<file path="config.mk">
export PLATFORM = sky130hd
export DESIGN_NAME = cc_level_sequencer_p2
export DESIGN_NICKNAME = d
export VERILOG_FILES = /design/src/rtl/cc_level_pkg.sv /design/src/rtl/cc_row_capture.sv /design/src/rtl/cc_level_sequencer_p2.sv
export SDC_FILE = /design/constraint.sdc
export NUM_CORES = 1
export LEC_CHECK = 0
export CORE_MARGIN = 8
export CORE_UTILIZATION = 30
export DETAILED_ROUTE_END_ITERATION = 8
export GPL_ROUTABILITY_DRIVEN = 0
export GPL_TIMING_DRIVEN = 1
export PLACE_DENSITY_LB_ADDON = 0.05
export REMOVE_ABC_BUFFERS = 1
export SLEW_MARGIN = 30
export SYNTH_ARGS = -nofsm -noshare
export SYNTH_HDL_FRONTEND = slang
export SYNTH_SLANG_ARGS = --single-unit
</file>
<file path="constraint.sdc">
create_clock -name CC_LEVEL_SEQUENCER_P2_CLOCK_50 -period 2.6 [get_ports CC_LEVEL_SEQUENCER_P2_CLOCK_50]
set_input_delay 0.65 -clock CC_LEVEL_SEQUENCER_P2_CLOCK_50 [delete_from_list [all_inputs] [get_ports CC_LEVEL_SEQUENCER_P2_CLOCK_50]]
set_output_delay 0.65 -clock CC_LEVEL_SEQUENCER_P2_CLOCK_50 [all_outputs]
set_load 0.01 [all_outputs]
</file>
<file path="src/rtl/cc_level_pkg.sv">
// Shared definitions for the P1/P2 level sequencers and level managers:
// level codes, default level lengths and sequencer state encoding.
package cc_level_pkg;

    typedef enum logic [1:0] {
        ST_IDLE = 2'd0,
        ST_RUN  = 2'd1,
        ST_GAP  = 2'd2,
        ST_WIN  = 2'd3
    } seq_state_t;

    localparam logic [2:0] LVL_NONE = 3'd0;
    localparam logic [2:0] LVL_1    = 3'd2;
    localparam logic [2:0] LVL_2    = 3'd4;
    localparam logic [2:0] LVL_3    = 3'd6;

    localparam int LV1_LEN_DEFAULT  = 10;
    localparam int LV2_LEN_DEFAULT  = 15;
    localparam int LV3_LEN_DEFAULT  = 20;
    localparam int GAP_ROWS_DEFAULT = 4;

    localparam int ROW_W = 8;

    // Row count of the level selected by a level code; 0 for "no level".
    function automatic logic [4:0] level_len(input logic [2:0] code,
                                             input logic [4:0] l1,
                                             input logic [4:0] l2,
                                             input logic [4:0] l3);
        case (code)
            LVL_1:   return l1;
            LVL_2:   return l2;
            LVL_3:   return l3;
            default: return 5'd0;
        endcase
    endfunction

endpackage

</file>
<file path="src/rtl/cc_row_capture.sv">
// Row pattern holding register: loads the level manager's pattern on request
// and pulses valid for the single cycle in which the new pattern appears.
module cc_row_capture
    import cc_level_pkg::*;
(
    input  logic             clk,
    input  logic             rst,
    input  logic             load,
    input  logic [ROW_W-1:0] din,
    output logic [ROW_W-1:0] row,
    output logic             valid
);

    always_ff @(posedge clk or posedge rst) begin
        if (rst) begin
            row   <= '0;
            valid <= 1'b0;
        end else begin
            valid <= load;
            if (load) begin
                row <= din;
            end
        end
    end

endmodule

</file>
<file path="src/rtl/cc_level_sequencer_p2.sv">
// P2 level sequencer: walks levels 1..3 row by row on scroll ticks, with a
// blank gap between levels, and raises Win after the final gap.
module cc_level_sequencer_p2
    import cc_level_pkg::*;
#(
    parameter int LV1_LEN  = LV1_LEN_DEFAULT,
    parameter int LV2_LEN  = LV2_LEN_DEFAULT,
    parameter int LV3_LEN  = LV3_LEN_DEFAULT,
    parameter int GAP_ROWS = GAP_ROWS_DEFAULT
) (
    input  logic       CC_LEVEL_SEQUENCER_P2_CLOCK_50,
    input  logic       CC_LEVEL_SEQUENCER_P2_RESET_InHigh,
    input  logic       CC_LEVEL_SEQUENCER_P2_Start,
    input  logic       CC_LEVEL_SEQUENCER_P2_Tick,
    input  logic       CC_LEVEL_SEQUENCER_P2_Pause,
    input  logic [7:0] CC_LEVEL_SEQUENCER_P2_Lv_InBus,
    output logic [4:0] CC_LEVEL_SEQUENCER_P2_Progress,
    output logic [2:0] CC_LEVEL_SEQUENCER_P2_Current,
    output logic [7:0] CC_LEVEL_SEQUENCER_P2_Row_OutBus,
    output logic       CC_LEVEL_SEQUENCER_P2_RowValid,
    output logic       CC_LEVEL_SEQUENCER_P2_LevelDone,
    output logic       CC_LEVEL_SEQUENCER_P2_Win,
    output logic [1:0] dbg_state
);

    logic clk;
    logic rst;
    assign clk = CC_LEVEL_SEQUENCER_P2_CLOCK_50;
    assign rst = CC_LEVEL_SEQUENCER_P2_RESET_InHigh;

    seq_state_t state_q, state_d;
    logic [4:0] prog_q, prog_d;
    logic [2:0] cur_q, cur_d;
    logic [2:0] gap_q, gap_d;
    logic       done_q, done_d;
    logic       row_req_q, row_req_d;
    logic       tick_ok;
    logic [4:0] cur_len;

    // Start and Tick are single-cycle strobes sampled on the rising edge;
    // there is no back-pressure, a strobe not acted on in its cycle is lost.
    assign tick_ok = CC_LEVEL_SEQUENCER_P2_Tick && !CC_LEVEL_SEQUENCER_P2_Pause;
    assign cur_len = level_len(cur_q, 5'(LV1_LEN), 5'(LV2_LEN), 5'(LV3_LEN));

    always_ff @(posedge clk or posedge rst) begin
        if (rst) begin
            state_q   <= ST_IDLE;
            prog_q    <= 5'd0;
            cur_q     <= LVL_NONE;
            gap_q     <= 3'd0;
            done_q    <= 1'b0;
            row_req_q <= 1'b0;
        end else begin
            state_q   <= state_d;
            prog_q    <= prog_d;
            cur_q     <= cur_d;
            gap_q     <= gap_d;
            done_q    <= done_d;
            row_req_q <= row_req_d;
        end
    end

    always_comb begin
        state_d = state_q;
        prog_d  = prog_q;
        cur_d   = cur_q;
        gap_d   = gap_q;
        done_d  = 1'b0;
        case (state_q)
            ST_IDLE, ST_WIN: begin
                if (CC_LEVEL_SEQUENCER_P2_Start) begin
                    state_d = ST_RUN;
                    cur_d   = LVL_1;
                    prog_d  = 5'd0;
                    gap_d   = 3'd0;
                end
            end
            ST_RUN: begin
                if (tick_ok) begin
                    // The tick after the last row closes the level.
                    if (prog_q == cur_len) begin
                        prog_d  = 5'd0;
                        gap_d   = 3'd0;
                        state_d = ST_GAP;
                        done_d  = 1'b1;
                    end else begin
                        prog_d = prog_q + 5'd1;
                    end
                end
            end
            ST_GAP: begin
                if (tick_ok) begin
                    gap_d = gap_q + 3'd1;
                    if (gap_d == 3'(GAP_ROWS)) begin
                        if (cur_q == LVL_3) begin
                            cur_d   = LVL_NONE;
                            state_d = ST_WIN;
                        end else begin
                            cur_d   = cur_q + 3'd2;
                            state_d = ST_RUN;
                        end
                    end
                end
            end
            default: state_d = ST_IDLE;
        endcase
        row_req_d = (prog_d != prog_q) && (prog_d != 5'd0);
    end

    // Lv_InBus answers the Progress/Current registered on the previous edge,
    // so the capture runs one edge behind the Progress update.
    cc_row_capture u_row_capture (
        .clk   (clk),
        .rst   (rst),
        .load  (row_req_q),
        .din   (CC_LEVEL_SEQUENCER_P2_Lv_InBus),
        .row   (CC_LEVEL_SEQUENCER_P2_Row_OutBus),
        .valid (CC_LEVEL_SEQUENCER_P2_RowValid)
    );

    assign CC_LEVEL_SEQUENCER_P2_Progress  = prog_q;
    assign CC_LEVEL_SEQUENCER_P2_Current   = cur_q;
    assign CC_LEVEL_SEQUENCER_P2_LevelDone = done_q;
    assign CC_LEVEL_SEQUENCER_P2_Win       = (state_q == ST_WIN);
    assign dbg_state                       = state_q;

endmodule

</file>
Word-level counts from Yosys, hierarchy flattened --
Index checks and enable logic that the tools add are counted.
Cells by class: add/sub/neg operators 3, eq/ne operators 14, muxes and demuxes 25, reduce and logical (&&, ||, !) cells 10
Operators with widths (number):
- $mux W3 | 8
- $mux W5 | 3
- $pmux W5 S3 | 1
- $mux W2 | 6
- $ne A2 B2 Y1 const B | 5
- $pmux W5 S2 | 1
- $eq A3 B3 Y1 const B | 3
- $pmux W3 S3 | 1
- $reduce_and A4 Y1 | 2
- $pmux W2 S3 | 1
- $pmux W3 S2 | 1
- $add A5 B1 Y5 const B | 1
- $eq A5 B5 Y1 | 1
- $ne A5 B5 Y1 | 1
- $reduce_and A5 Y1 | 1
- $reduce_bool A5 Y1 | 1
- $eq A2 B2 Y1 const B | 2
- $add A3 B1 Y3 const B | 1
- $add A3 B2 Y3 const B | 1
- $eq A3 B2 Y1 const B | 1
- $mux W1 | 3
- $eq A2 B1 Y1 const B | 1
- $logic_and A1 B1 Y1 | 2
- $logic_not A2 Y1 | 1
- 3 further kinds | 3
Storage, ports and cells: register bits after elaboration 24, bits of input ports 13, output and inout port bits 21, logic and storage cells 60

Longest topological paths before layout --
Gate-level depths: netlist (run 1).
depth in word-level cells 8, depth in mapped cells 9

Cells and area by module --
From an unflattened synthesis (run 1), not the netlist that was laid out.
Unflattened totals: cells, all modules 144, area, all modules 1427.6 um^2
By module, submodules not included:
- cc_level_sequencer_p2 | instances 1, cells each 125, area an instance 1067.3 um^2
- cc_row_capture | instances 1, cells each 19, area an instance 360.3 um^2

Worst setup path before layout (run 1) --
OpenSTA, ideal clock, no wires.
path kind reg-to-reg, start point register cur_q[1] (netlist: CC_LEVEL_SEQUENCER_P2_Current[1]), end point register row_req_q, arrival time 1773 ps, required time 2469 ps, setup slack 695 ps, stages on the path, launching flop included 8, period minus slack after synthesis 1905 ps, cells stage by stage dfrtp_1 > inv_1 > ha_1 > nor4_2 > o211ai_2 > a31o_2 > a21oi_1 > a31oi_1
On the way: word-level cells in the longest chain between the ends 8, elaborated cells on any way between the ends 11
RTL lines:
- start: declaration | RTL line cc_level_sequencer_p2.sv:33 | logic [2:0] cur_q, cur_d;
- start signal: assignment | RTL line cc_level_sequencer_p2.sv:56 | cur_q <= cur_d;
- $eq A3 B3 Y1 / $eq A3 B2 Y1 (equally long branches) | RTL line cc_level_pkg.sv:29 | case (code)
- $pmux W5 S3 (*) | RTL line cc_level_pkg.sv:29
- $eq A5 B5 Y1 (*) | RTL line cc_level_sequencer_p2.sv:81 | if (prog_q == cur_len) begin
- $mux W5 (*) | RTL line cc_level_sequencer_p2.sv:81
- $mux W5 (*) | RTL line cc_level_sequencer_p2.sv:79 | if (tick_ok) begin
- $pmux W5 S2 (*) | RTL line cc_level_sequencer_p2.sv:69 | case (state_q)
- $ne A5 B5 Y1 / $reduce_bool A5 Y1 (equally long branches) | RTL line cc_level_sequencer_p2.sv:107 | row_req_d = (prog_d != prog_q) && (prog_d != 5'd0);
- $logic_and A1 B1 Y1 (*) | RTL line cc_level_sequencer_p2.sv:107
- via row_req_d | RTL line cc_level_sequencer_p2.sv:36 | logic row_req_q, row_req_d;
- end signal: assignment | RTL line cc_level_sequencer_p2.sv:59 | row_req_q <= row_req_d;
- end: declaration | RTL line cc_level_sequencer_p2.sv:36
The timed path passes the listed nets; every way through them passes the cells marked *. A chain may end at the register's enable or synchronous reset.

Worst setup path after layout (run 1) --
start point register prog_q[2] (netlist: CC_LEVEL_SEQUENCER_P2_Progress[2]), end point output port CC_LEVEL_SEQUENCER_P2_Progress[2]
RTL lines:
- start: declaration | RTL line cc_level_sequencer_p2.sv:32 | logic [4:0] prog_q, prog_d;
- start signal: assignment | RTL line cc_level_sequencer_p2.sv:55 | prog_q <= prog_d;
- end: declaration | RTL line cc_level_sequencer_p2.sv:17 | output logic [4:0] CC_LEVEL_SEQUENCER_P2_Progress,
No word-level cell between the ends.

==> results.json, run 1 <==
{
  "timing.setup.tns_ns": 0,
  "floorplan.initialDensity_pct": 30.5,
  "detailedPlace.worstSlack_ns": 0.287,
  "worst-path-buf-inv": 1,
  "postCtsHoldBufs": 0,
  "cts_inserted_buffers": 3,
  "synth_top_flop_cell": "dfrtp_1",
  "worst_setup_path_end_kind": "output port",
  "max_stage_delay_ns": 0.62,
  "drt.antenna.violating_nets": 0,
  "synth_area_per_cell_um2": 9.53,
  "timing.final.hold_violations": 0,
  "clk_pin_slew_worst_paths_ns": 0.08,
  "post-route-min-period_ns": 2.11,
  "whs_ns": 0.509,
  "number_of_global_route_vias_before_repair": 1186,
  "p_leak_nw": 0.802,
  "grt_first_pass_wirelength_um": 5770,
  "worstHoldEndpoint": "u_row_capture.row[6]",
  "port_buffers": 32,
  "criticalPathCategory": "register to output port",
  "reg2reg_depth": 7,
  "final.setup_skew_ns": 0.00248,
  "post_cts_buffers": 0,
  "min-delay-path-class": "register to register",
  "std_cell_rows": 25,
  "viasPerCell": 4.97,
  "power_density_nw_per_um2": 851,
  "critical_path_peak_fanout": 13,
  "switching_power_w": 0.000592,
  "post-route-drc-count": 0,
  "vias": 1162,
  "die_footprint_um2": 7150,
  "timing.hold.worst_path_depth": 1,
  "final_layout_size_suffix_gt1_share_pct": 11.1,
  "netlist-cell-type-count": 42,
  "edff_count_synth": 0,
  "timing.final.crit_share_pct": 81.2,
  "rrSetupSlack_ns": 0.51,
  "clock.fmax_mhz": 474,
  "grt_setup_unrepaired": "no",
  "worst-endpoint-arrival_ns": 1.46,
  "detail_route.first_pass.iterations": 5,
  "global_route.overflow_total": 0,
  "cp_top_family": "buffers and inverters",
  "synth_cells": 148,
  "share_comb_of_total_power_pct": 50.6,
  "finalNetCount": 204,
  "die_h_um": 84.6,
  "antenna_violations_before_repair": 0,
  "layout_setup_ws_ns": 0.489,
  "worst_r2r_endpoint": "CC_LEVEL_SEQUENCER_P2_Progress[2]",
  "synthesis.yosys.warnings": 0,
  "ctsHtreeMaxLevel": 1,
  "min_from": "u_row_capture.row[6]",
  "tritoncts": "yes",
  "detail_route.wl_per_cell_um": 14.2,
  "design.portCount": 34,
  "power.share.switching_pct": 38.0,
  "finalMaxSlewViolations": 0,
  "cell_internal_pwr_w": 0.000967,
  "cp-start-kind": "register",
  "clk_root_buffer_cell": "clkbuf_8",
  "grt_max_degree": 24,
  "place_hpwl_um": 2520,
  "postCtsResizedCells": 0,
  "clkLatencyLatePin_ns": 0.26,
  "syn_area_um2": 1410,
  "crit_slowest_cell": "clkdlybuf4s50_1",
  "yosys_reg_bits": 23,
  "grt_usage_pct": 9.66,
  "cts-root-to-sink-buffers": 2,
  "rr_startpoint": "dbg_state[0]",
  "setup_viol": 0,
  "drt_first_iter_violations": 51,
  "die_w_um": 84.6,
  "critical_path_cell_by_cell": "clkdlybuf4s50_1",
  "vdd_drop_max_uv": 365,
  "outcome": "finished, final reports clean",
  "synth_seq_area_share_pct": 40.8,
  "power.clock.fraction_pct": 14.1,
  "clock_sink_count": 23,
  "drv.max_cap_violation_count": 0,
  "crit_required_ns": 1.95,
  "fraction_of_registers_with_async_set_reset_pct": 100,
  "power.sequential.fraction_pct": 35.2,
  "core_region_area_um2": 4630,
  "diodes": 0,
  "routed_wl_um": 3320,
  "syn_to_final_growth_pct": 30.0
}
cells by family after synthesis:
family	after synthesis	synth area share, %
simple gates	41	15.3
compound gates	37	17.2
flops	23	40.8
buf+inv	20	5.86
mux	12	9.23
fa+ha+maj	10	8.87
xor+xnor	4	2.48
other cells	1	0.266
per-stage QoR:
| step | power [W] | cell area, um2 | utilization [%] | cells |
|---|---|---|---|---|
| after global routing | 0.00170 | 1830 | 39.6 | 234 |
| final | 0.00156 | 1830 | 39.6 | 234 |
| after global placement | 0.00135 | 1790 | 38.6 | 230 |
| after CTS | 0.00158 | 1830 | 39.6 | 234 |
| after floorplan | 0.00102 | 1380 | - | 141 |
| after detailed placement | 0.00135 | 1790 | 38.6 | 230 |
placed cells by master, fill, tap and decap left out, types with 2 or more instances in the layout:
cell type         n
inv_1            13
xnor2_1           2
nand3_1           5
clkbuf_8          3
ha_1             10
o211ai_1          2
o21ai_0          11
xor2_1            2
nand2b_1          3
nor3_1            2
dfrtp_1          23
o22ai_1           3
mux2i_1           4
nand4_1           2
mux2_2            8
or2_1             2
clkdlybuf4s50_1  32
a21oi_1           9
nand2_1          11
buf_4             3
nor2_1            8
nor2b_1           2
flip-flops by register name (all words and copies together), names as in the netlist:
register	cells
CC_LEVEL_SEQUENCER_P2_Current	2
CC_LEVEL_SEQUENCER_P2_LevelDone	1
CC_LEVEL_SEQUENCER_P2_Progress	5
dbg_state	2
gap_q	3
row_req_q	1
u_row_capture.row	8
u_row_capture.valid	1
worst max-delay path by stage:
stage / startpoint / endpoint / slack [ns] / depth (start not counted)
5_1_grt: CC_LEVEL_SEQUENCER_P2_Current[1] / dbg_state[0] / 0.28 / 6
4_1_cts: CC_LEVEL_SEQUENCER_P2_Progress[2] / CC_LEVEL_SEQUENCER_P2_Progress[2] / 0.47 / 1
6_report: CC_LEVEL_SEQUENCER_P2_Progress[2] / CC_LEVEL_SEQUENCER_P2_Progress[2] / 0.49 / 1
2_1_floorplan: CC_LEVEL_SEQUENCER_P2_Tick / row_req_q / 0.67 / 5
3_3_place_gp: CC_LEVEL_SEQUENCER_P2_Tick / row_req_q / 0.31 / 7
3_5_place_dp: CC_LEVEL_SEQUENCER_P2_Tick / row_req_q / 0.29 / 7
Yosys cell counts, drive strengths merged (2+ instances only):
cell / count / area, um2
a21oi: 9 / 45.0
buf: 3 / 17.5
clkbuf: 4 / 16.3
dfrtp: 23 / 576
ha: 10 / 125
inv: 13 / 48.8
mux2: 8 / 90.1
mux2i: 4 / 40.0
nand2: 11 / 41.3
nand2b: 3 / 18.8
nand3: 5 / 25.0
nand4: 2 / 12.5
nor2: 8 / 30.0
nor2b: 2 / 12.5
nor3: 2 / 10.0
nor4: 2 / 18.8
o211ai: 3 / 27.5
o21ai: 11 / 55.1
o22ai: 3 / 18.8
or2: 3 / 18.8
xnor2: 2 / 17.5
xor2: 2 / 17.5
layer usage:
layer	share of wire (%)	track usage, %
met5	0	0
met4	0.57	2.27
met3	4.3	2.73
met2	50	16.2
met1	45	11.8
power groups by stage:
| stage | sequential [W] | combinational (W) | clock (W) |
|---|---|---|---|
| after floorplan | 0.000583 | 0.000442 | 0 |
| after global placement | 0.000552 | 0.000798 | 0 |
| after detailed placement | 0.000557 | 0.000791 | 0 |
| after CTS | 0.000549 | 0.000795 | 0.000237 |
| after global routing | 0.000569 | 0.000874 | 0.000257 |
| final | 0.000549 | 0.000790 | 0.000221 |
cell type report:
class	instances	area (um2)
Fill cell	476	2800
Multi-Input combinational cell	105	752
Sequential cell	23	576
Timing Repair Buffer	35	343
Tap cell	54	67.6
Inverter	13	48.8
Clock buffer	3	41.3
Clock inverter	1	5.00
Power figures use the tool's default switching activity.
==> run 2, diff against run 1 <==
clock period = 1.8 ns   (was 2.6 ns; I/O delays follow)
==> results.json, run 2 (same netlist as run 1, synthesis figures left out) <==
{
  "ctsHtreeMaxLevel": 1,
  "sum_of_internal_switching_and_leakage_power_w": 0.00269,
  "clk_root_buffer_cell": "clkbuf_8",
  "post-route-min-period_ns": 1.90,
  "clk_pin_slew_worst_paths_ns": 0.09,
  "outcome": "finished with violations",
  "routed_wl_um": 3850,
  "antenna_violations_before_repair": 0,
  "reg2reg_depth": 7,
  "p_leak_nw": 1.06,
  "diodes": 0,
  "tritoncts": "yes",
  "timing.hold.worst_path_depth": 1,
  "switching_power_w": 0.00101,
  "vdd_drop_max_uv": 420,
  "min_from": "u_row_capture.row[5]",
  "power.clock.fraction_pct": 12.4,
  "port_buffers": 32,
  "layout_common_cells": "buf_4 (33), clkdlybuf4s50_1 (25), dfrtp_1 (20)",
  "viasPerCell": 4.90,
  "finalMaxSlewViolations": 0,
  "worst-endpoint-arrival_ns": 2.05,
  "drt_first_iter_violations": 31,
  "core_region_area_um2": 4630,
  "global_route.overflow_total": 0,
  "drv.max_cap_violation_count": 0,
  "vias": 1312,
  "power.sequential.fraction_pct": 27.7,
  "grt_max_degree": 24,
  "setup_viol": 1,
  "cts_inserted_buffers": 3,
  "worst_r2r_endpoint": "row_req_q",
  "detail_route.first_pass.iterations": 4,
  "clock.fmax_mhz": 526,
  "detailedPlace.worstSlack_ns": -0.306,
  "worst_setup_path_end_kind": "register",
  "drt.antenna.violating_nets": 0,
  "critical_path_peak_fanout": 4,
  "number_of_global_route_vias_before_repair": 1381,
  "failed_checks": "negative setup slack",
  "final_layout_size_suffix_gt1_share_pct": 36.0,
  "std_cell_rows": 25,
  "rrSetupSlack_ns": -0.10,
  "die_footprint_um2": 7150,
  "final.setup_skew_ns": 0.00677,
  "layout_setup_ws_ns": -0.100,
  "min-delay-path-class": "register to register",
  "criticalPathCategory": "register to register",
  "power_density_nw_per_um2": 1180,
  "place_hpwl_um": 2970,
  "grt_usage_pct": 11.1,
  "grt_setup_unrepaired": "yes",
  "floorplan.initialDensity_pct": 30.5,
  "post-route-drc-count": 0,
  "die_w_um": 84.6,
  "largest_reg_flops": 8,
  "crit_required_ns": 1.95,
  "clock_sink_count": 23,
  "cts-root-to-sink-buffers": 2,
  "detail_route.wl_per_cell_um": 14.4,
  "cell_internal_pwr_w": 0.00168,
  "clkLatencyLatePin_ns": 0.27,
  "share_comb_of_total_power_pct": 60.0,
  "design.portCount": 34,
  "finalNetCount": 238,
  "timing.final.crit_share_pct": 106,
  "cp-start-kind": "register",
  "worstHoldEndpoint": "u_row_capture.row[5]",
  "grt_first_pass_wirelength_um": 6490,
  "timing.final.hold_violations": 0,
  "power.share.switching_pct": 37.6,
  "syn_to_final_growth_pct": 61.3,
  "die_h_um": 84.6,
  "rr_startpoint": "CC_LEVEL_SEQUENCER_P2_Current[2]",
  "mostFrequentLayoutCell": "buf_4",
  "top_register": "u_row_capture.row"
}
[run 2: per-layer routing]
layer	wire (um)	track usage, %	up-vias
li1	-	-	648
met1	1570	12.5	642
met2	2130	20.2	20
met3	121	2.15	2
met4	19	4.05	0
met5	0	0	-
[run 2: cell type report]
type,count,area [um2]
Clock inverter,1,5.00
Sequential cell,23,579
Inverter,13,48.8
Fill cell,446,2350
Timing Repair Buffer,69,612
Clock buffer,3,41.3
Multi-Input combinational cell,105,921
Tap cell,54,67.6
[run 2: worst max-delay path: stages (launching register included)]
cell and delay, ns:
dfrtp_2 0.48, buf_6 0.15, xnor2_4 0.17, mux2i_4 0.29, o21a_2 0.23, o41ai_2 0.10
nor4bb_1 0.30, a31oi_1 0.07
[run 2: worst max path at each step]
stage,endpoint,from,slack [ns],cells after the start
final,row_req_q,CC_LEVEL_SEQUENCER_P2_Current[2],-0.10,7
after global routing,row_req_q,dbg_state[0],-0.20,8
after CTS,row_req_q,CC_LEVEL_SEQUENCER_P2_Current[1],-0.10,7
after detailed placement,dbg_state[0],CC_LEVEL_SEQUENCER_P2_Tick,-0.31,6
after global placement,row_req_q,CC_LEVEL_SEQUENCER_P2_Tick,-0.30,7
after floorplan,row_req_q,CC_LEVEL_SEQUENCER_P2_Current[1],-0.12,7
[run 2: power by group through the flow]
stage | registers (W) | logic, W | clock network (W)
2_1_floorplan | 0.000842 | 0.000638 | 0
3_3_place_gp | 0.000760 | 0.00144 | 0
3_5_place_dp | 0.000768 | 0.00145 | 0
4_1_cts | 0.000751 | 0.00156 | 0.000352
5_1_grt | 0.000773 | 0.00177 | 0.000384
6_report | 0.000746 | 0.00162 | 0.000333
[run 2: metrics by stage]
step / TNS [ns] / hold slack, ns / area [um2] / util [%] / std cells
after floorplan: -0.375 / 0.452 / 1380 / - / 141
after global placement: -2.53 / 0.491 / 2010 / 43.5 / 260
after detailed placement: -2.59 / 0.496 / 2010 / 43.5 / 260
after CTS: -0.250 / 0.516 / 2180 / 47.1 / 266
after global routing: -0.892 / 0.538 / 2270 / 49.1 / 268
final: -0.100 / 0.508 / 2270 / 49.1 / 268
[run 2: what timing repair did]
item | CTS | global route
hold buffers | 0 | 0
setup endpoints to repair | 16 | 13
pin swaps | 6 | 9
setup buffers | 2 | 2
gates resized for setup | 32 | 15
==> run 3, diff against run 2 <==
CORE_ASPECT_RATIO = 1.1   (was not set)
==> results.json, run 3 (same netlist as run 1, synthesis figures left out) <==
{
  "worst-endpoint-arrival_ns": 2.15,
  "timing.setup.tns_ns": -0.658,
  "timing.final.hold_violations": 0,
  "clk_pin_slew_worst_paths_ns": 0.10,
  "detail_route.wl_per_cell_um": 14.9,
  "drv.max_cap_violation_count": 0,
  "clock.fmax_mhz": 515,
  "core_region_area_um2": 4590,
  "timing.final.crit_share_pct": 108,
  "reg2reg_depth": 8,
  "mostFrequentLayoutCell": "buf_4",
  "std_cell_rows": 26,
  "cp-start-kind": "register",
  "critical_path_cell_by_cell": "buf_6 > xnor2_4 > mux2i_2 > o211ai_4 > buf_4 > a22oi_2 > buf_4 > mux2i_1",
  "p_leak_nw": 1.13,
  "layout_common_cells": "buf_4 (48), clkdlybuf4s50_1 (24), dfrtp_1 (19)",
  "clk_root_buffer_cell": "clkbuf_8",
  "drt.antenna.violating_nets": 0,
  "largest_reg_flops": 8,
  "viasPerCell": 4.84,
  "number_of_global_route_vias_before_repair": 1453,
  "port_buffers": 32,
  "crit_path_frequent_cell": "buf_4",
  "die_h_um": 87.9,
  "detail_route.first_pass.iterations": 4,
  "max_stage_delay_ns": 0.47,
  "clock_sink_count": 23,
  "antenna_violations_before_repair": 0,
  "finalNetCount": 253,
  "power_density_nw_per_um2": 1180,
  "top_register": "u_row_capture.row",
  "num-fill-cells": 419,
  "sum_of_internal_switching_and_leakage_power_w": 0.00283,
  "cp_top_family": "multiplexers",
  "syn_to_final_growth_pct": 70.6,
  "worst_setup_path_end_kind": "register",
  "worst-path-buf-inv": 3,
  "grt_max_degree": 21,
  "tritoncts": "yes",
  "global_route.overflow_total": 0,
  "failed_checks": "negative setup slack",
  "vdd_drop_max_uv": 504,
  "die_w_um": 81.4,
  "drt_first_iter_violations": 49,
  "place_hpwl_um": 3140,
  "grt_usage_pct": 12.2,
  "post-route-drc-count": 0,
  "grt_setup_unrepaired": "yes",
  "setup_viol": 7,
  "criticalPathCategory": "register to register",
  "routed_wl_um": 4260,
  "post-route-min-period_ns": 1.94,
  "cts_inserted_buffers": 3,
  "crit_required_ns": 2.01,
  "outcome": "finished with violations",
  "final-seq-area_um2": 581,
  "diodes": 0,
  "final.setup_skew_ns": 0.0180,
  "cts-root-to-sink-buffers": 2,
  "clkLatencyLatePin_ns": 0.27,
  "finalMaxSlewViolations": 0,
  "design.portCount": 34,
  "crit_slowest_cell": "dfrtp_2",
  "final_layout_size_suffix_gt1_share_pct": 41.5,
  "multi_input_area_um2": 941,
  "grt_first_pass_wirelength_um": 6820,
  "die_footprint_um2": 7150,
  "floorplan.initialDensity_pct": 30.7,
  "layout_setup_ws_ns": -0.143,
  "ctsHtreeMaxLevel": 1,
  "detailedPlace.worstSlack_ns": -0.330,
  "min-delay-path-class": "input port to asynchronous set/reset pin",
  "crit_cells": 8,
  "critical_path_peak_fanout": 7,
  "vias": 1379
}
## run 3: stage by stage
step	instance area [um2]	utilization, %	cells	hold slack [ns]
2_1_floorplan	1380	-	141	0.452
3_3_place_gp	2100	45.9	274	0.488
3_5_place_dp	2100	45.9	274	0.503
4_1_cts	2230	48.6	281	0.353
5_1_grt	2410	52.5	285	0.372
6_report	2410	52.5	285	0.360
## run 3: worst register-to-register path, stage by stage, from the launching register on
cell and delay, ns:
dfrtp_2 0.47, buf_6 0.15, xnor2_4 0.17, mux2i_2 0.32, o211ai_4 0.15, buf_4 0.17
a22oi_2 0.14, buf_4 0.15, mux2i_1 0.16
## run 3: report_power, final
group	internal [W]	switching [W]	leakage (nW)
Clock	0.000155	0.000179	0.0255
Combinational	0.000958	0.000783	0.809
Sequential	0.000661	0.0000979	0.292
Total	0.00177	0.00106	1.13
## run 3: layout make-up
cell class / count / share of cell area [%]
Tap cell: 56 / 2.91
Clock buffer: 3 / 1.72
Multi-Input combinational cell: 105 / 39.1
Inverter: 13 / 2.03
Sequential cell: 23 / 24.1
Timing Repair Buffer: 84 / 29.9
Clock inverter: 1 / 0.208
## run 3: per-layer routing
| metal | GRT usage [%] | part of all wire, % | vias up |
|---|---|---|---|
| met2 | 20.7 | 53 | 25 |
| li1 | - | - | 679 |
| met1 | 14.4 | 41 | 667 |
| met4 | 5.85 | 2.1 | 0 |
| met3 | 2.05 | 4.3 | 8 |
| met5 | 0 | 0 | - |
## run 3: repair_timing
action                                  4_1_cts  5_1_grt
endpoints found under the setup margin       19       14
pin swaps                                     8        6
resized for setup                            25       30
hold buffers                                  0        0
setup buffers                                 3        5
## run 3: worst paths after layout
path,from,end,slack (ns)
worst max-delay path,CC_LEVEL_SEQUENCER_P2_Current[1],dbg_state[0],-0.14
worst min-delay path,CC_LEVEL_SEQUENCER_P2_RESET_InHigh,u_row_capture.row[3],0.36
worst max register to register,CC_LEVEL_SEQUENCER_P2_Current[1],dbg_state[0],-0.14
worst min register to register,u_row_capture.row[7],u_row_capture.row[7],0.52
max in group asynchronous,CC_LEVEL_SEQUENCER_P2_RESET_InHigh,CC_LEVEL_SEQUENCER_P2_Progress[0],0.93
min in group CC_LEVEL_SEQUENCER_P2_CLOCK_50,u_row_capture.row[7],u_row_capture.row[7],0.52
==> patch 1: new RTL, config.mk and constraints of run 3 <==
Register the output `CC_LEVEL_SEQUENCER_P2_Win`, without a reset; this adds one clock of latency there. The other outputs are not delayed to match.
--- a/src/rtl/cc_level_sequencer_p2.sv
+++ b/src/rtl/cc_level_sequencer_p2.sv
@@ -123,3 +123,5 @@
     assign CC_LEVEL_SEQUENCER_P2_LevelDone = done_q;
-    assign CC_LEVEL_SEQUENCER_P2_Win       = (state_q == ST_WIN);
+    always_ff @(posedge CC_LEVEL_SEQUENCER_P2_CLOCK_50) begin
+        CC_LEVEL_SEQUENCER_P2_Win <= (state_q == ST_WIN);
+    end
     assign dbg_state                       = state_q;
Formal check against the unedited RTL: no difference found for any inputs over 10 cycles, from zero or initial values and one cycle with CC_LEVEL_SEQUENCER_P2_RESET_InHigh high; that may be too few to reach the edited logic, so the function may still have changed.
==> patch 1 against run 3 <==
- the flow still finishes with violations (setup timing)
- worst hold slack improved by 0.15 ns
- first-iteration DRC count decreased by 51%
- setup slack lost 0.12 ns
- synthesized area rose by 0.44%
- critical path depth increased by 1
- final area decreased by 0.73%
- total power is 9.9% higher
- sequential cell count up 1
- clock power is 45% higher
- synthesized cell count fell by 2.0%
- wire length is 6.7% lower
- combinational power up 5%
- critical path type unchanged
- critical endpoint is now row_req_q
- largest cell class unchanged
- highest routed layer unchanged
==> patch 1: results <==
set metrics [dict create \
    fin_cells 276 \
    grt_pass1_vias 1462 \
    wl_met3_um 128 \
    setup_viol 10 \
    avgSynthCellArea_um2 9.77 \
    grt.met2_usage_pct 19.9 \
    ys_types 41 \
    endpoint "row_req_q" \
    placedCellCount 261 \
    synth_top_cells_by_area "dfrtp_1 41%, ha_1 8.8%, mux2_2 6.4%, nand2_1 3.7%, inv_1 2.7%" \
    finalSetupTns_ns -0.934 \
    share_comb_of_total_power_pct 58.7 \
    drive_above_1_share_pct 41.4 \
    grt_first_pass_wirelength_mm 6.39 \
    grt_use_met1_pct 12.7 \
    hp-class "reg2reg" \
    comb_power_w 0.00183 \
    crit_fanout 5 \
    violations "setup timing" \
    crit_family "compound AO/OA/AOI/OAI gates" \
    hold_ws_ns 0.512 \
    leakagePower_nw 1.09 \
    worst_slack_ns -0.260 \
    p_switching_w 0.00110 \
    post-dp-hpwl_mm 2.80 \
    post-place-ws_ns -0.474 \
    vdd_drop_max_mv 0.580 \
    outcome "finished, violations left" \
    drt-total-wl_mm 3.97 \
    p_clk_share_pct 15.5 \
    grt_max_degree 24 \
]
-- patch 1: changes by cell type after synthesis, sizes merged, moves of 3 or more --
cell / run 3 / this run
nand2: 11 / 14
a21oi: 9 / 4
o31ai: 0 / 3
inv: 13 / 10
buf: 3 / 6
-- patch 1: layout make-up --
cell class              instances  area (um2)
fillers                       425        2200
multi-input cells             102         897
repair buffers                 80         714
flip-flops and latches         24         598
well taps                      56        70.1
clock buffers                   3        41.3
inverters                      10        37.5
clock inverters                 1        30.0
-- patch 1: repair_timing --
item	in CTS	in global routing
endpoints found under the setup margin	19	13
resized for setup	26	30
endpoints found under the hold margin	0	0
buffers inserted	10	3
pin swaps	9	14
-- patch 1: logic make-up (layout without fill, tap and decap cells) --
family          count (synthesis)  after routing  synth area share (%)
simple gates                   42             42                  13.7
flops                          24             24                  42.0
mux                            12             12                  9.28
compound gates                 32             32                  16.2
fa+ha+maj                      10             10                  8.83
xor+xnor                        5              5                  3.09
buf+inv                        19             94                  6.63
other cells                     1              1                 0.265
==> patch 2: new RTL, config.mk and constraints of run 3 <==
Without the edit above. Set the package constant `LV1_LEN_DEFAULT` to 5 (it was 10).
--- a/src/rtl/cc_level_pkg.sv
+++ b/src/rtl/cc_level_pkg.sv
@@ -16,3 +16,3 @@
 
-    localparam int LV1_LEN_DEFAULT  = 10;
+    localparam int LV1_LEN_DEFAULT  = 5;
     localparam int LV2_LEN_DEFAULT  = 15;
Check against the original RTL: not equivalent (a bounded check fails within 10 cycles, from zero or initial values and one cycle with CC_LEVEL_SEQUENCER_P2_RESET_InHigh high).
==> patch 2 against run 3 <==
- the flow still finishes with violations (setup timing)
- total power grew 10%
- sequential share of layout area decreased by 0.064 points
- setup slack worse by 0.11 ns
- clock power grew 2%
- wire length about the same
- synthesized area grew 2.0%
- sequential cell count did not move
- combinational power rose by 14%
- first-iteration DRC count up 31%
- core utilization shrank 0.34 points
- worst hold slack improved by 0.15 ns
- final area hardly changed
- clock skew down 0.013 ns
- critical path type unchanged
- largest cell class unchanged
==> patch 2: results <==
set metrics [dict create \
    drive_above_1_share_pct 43.6 \
    post-dp-hpwl_mm 2.98 \
    final_nets 244 \
    grt_max_degree 24 \
    ys_types 43 \
    seq_area_share_pct 24.1 \
    multiInputGateArea_um2 981 \
    worst_slack_ns -0.255 \
    syn-instance-count 146 \
    setup_viol 9 \
    nMultiInputCombCells 104 \
    slowest_delay_ns 0.43 \
    buffers 76 \
    synth_top_cells_by_area "dfrtp_1 40%, ha_1 8.7%, mux2_2 7.8%, o21ai_0 4.9%, inv_1 3.4%" \
    grt_usage_pct 11.7 \
    arrival_ns 2.21 \
    grt_pass1_vias 1462 \
    placedCellCount 263 \
    hold_ws_ns 0.512 \
    fillCellCount 431 \
    crit_fanout 4 \
    cp_slowest_cell "dfrtp_1" \
    grt_first_pass_wirelength_mm 6.76 \
    outcome "finished, violations left" \
    violations "setup timing" \
    drt-total-wl_mm 4.25 \
    vdd_drop_max_mv 0.766 \
    drtIter0Drc 64 \
    clk_share_pct 2.03 \
    endpoint "row_req_q" \
    num_vias 1381 \
    skew_ns 0.00468 \
    post-place-ws_ns -0.487 \
    hp-class "reg2reg" \
    synth_common_cells "23 x dfrtp_1, 14 x o21ai_0, 13 x inv_1, 11 x nand2_1" \
    clock_tree.buffer_depth 2 \
    nClkBuffers 3 \
    fin_cells 276 \
    crit_family "compound AO/OA/AOI/OAI gates" \
    seq_area_frac_synth_pct 40.0 \
    leakagePower_nw 1.08 \
    post_dp_cell_area_um2 2050 \
]
patch 2: changes by cell type in the layout (fill, tap and decap cells not counted), sizes merged, moves of 2 or more:
cell | before | now
buf | 52 | 44
nor3 | 2 | 7
nand3 | 5 | 1
mux2i | 4 | 1
o21ai | 11 | 14
or2 | 3 | 0
and2b | 0 | 2
and3 | 0 | 2
mux2 | 8 | 10
nand3b | 0 | 2
nor2 | 8 | 6
o211ai | 3 | 1
patch 2: logic make-up (layout without fill, tap and decap cells):
family                   count (synthesis)  in the layout  share of synthesized area, %
buffers and inverters                   19             93                          6.35
multiplexers                            11             11                          8.53
other                                    1              1                         0.261
adder cells (fa/ha/maj)                 10             10                          8.70
AO/OA/AOI/OAI                           38             38                          18.0
XOR/XNOR                                 4              4                          3.39
AND/OR/NAND/NOR                         40             40                          14.7
flip-flops                              23             23                          40.0
patch 2: repair_timing:
action / 4_1_cts / 5_1_grt
pin swaps: 11 / 18
cloned: 0 / 0
setup endpoints to repair: 18 / 16
hold buffers: 0 / 0
gates resized for setup: 41 / 30
buffers inserted: 8 / 4
patch 2: metal layers:
| layer | track usage [%] | part of all wire (%) | vias to the layer above |
|---|---|---|---|
| met5 | 0 | 0 | - |
| met3 | 2.34 | 5.0 | 11 |
| met1 | 13.2 | 41 | 670 |
| met2 | 21.1 | 52 | 32 |
| li1 | - | - | 668 |
| met4 | 4.15 | 2.5 | 0 |
patch 2: report_power, final:
| part | internal [W] | leakage, nW | switching, W |
|---|---|---|---|
| Combinational | 0.00111 | 0.766 | 0.000868 |
| Clock | 0.000157 | 0.0217 | 0.000185 |
| Sequential | 0.000679 | 0.287 | 0.000124 |
| Total | 0.00195 | 1.08 | 0.00118 |
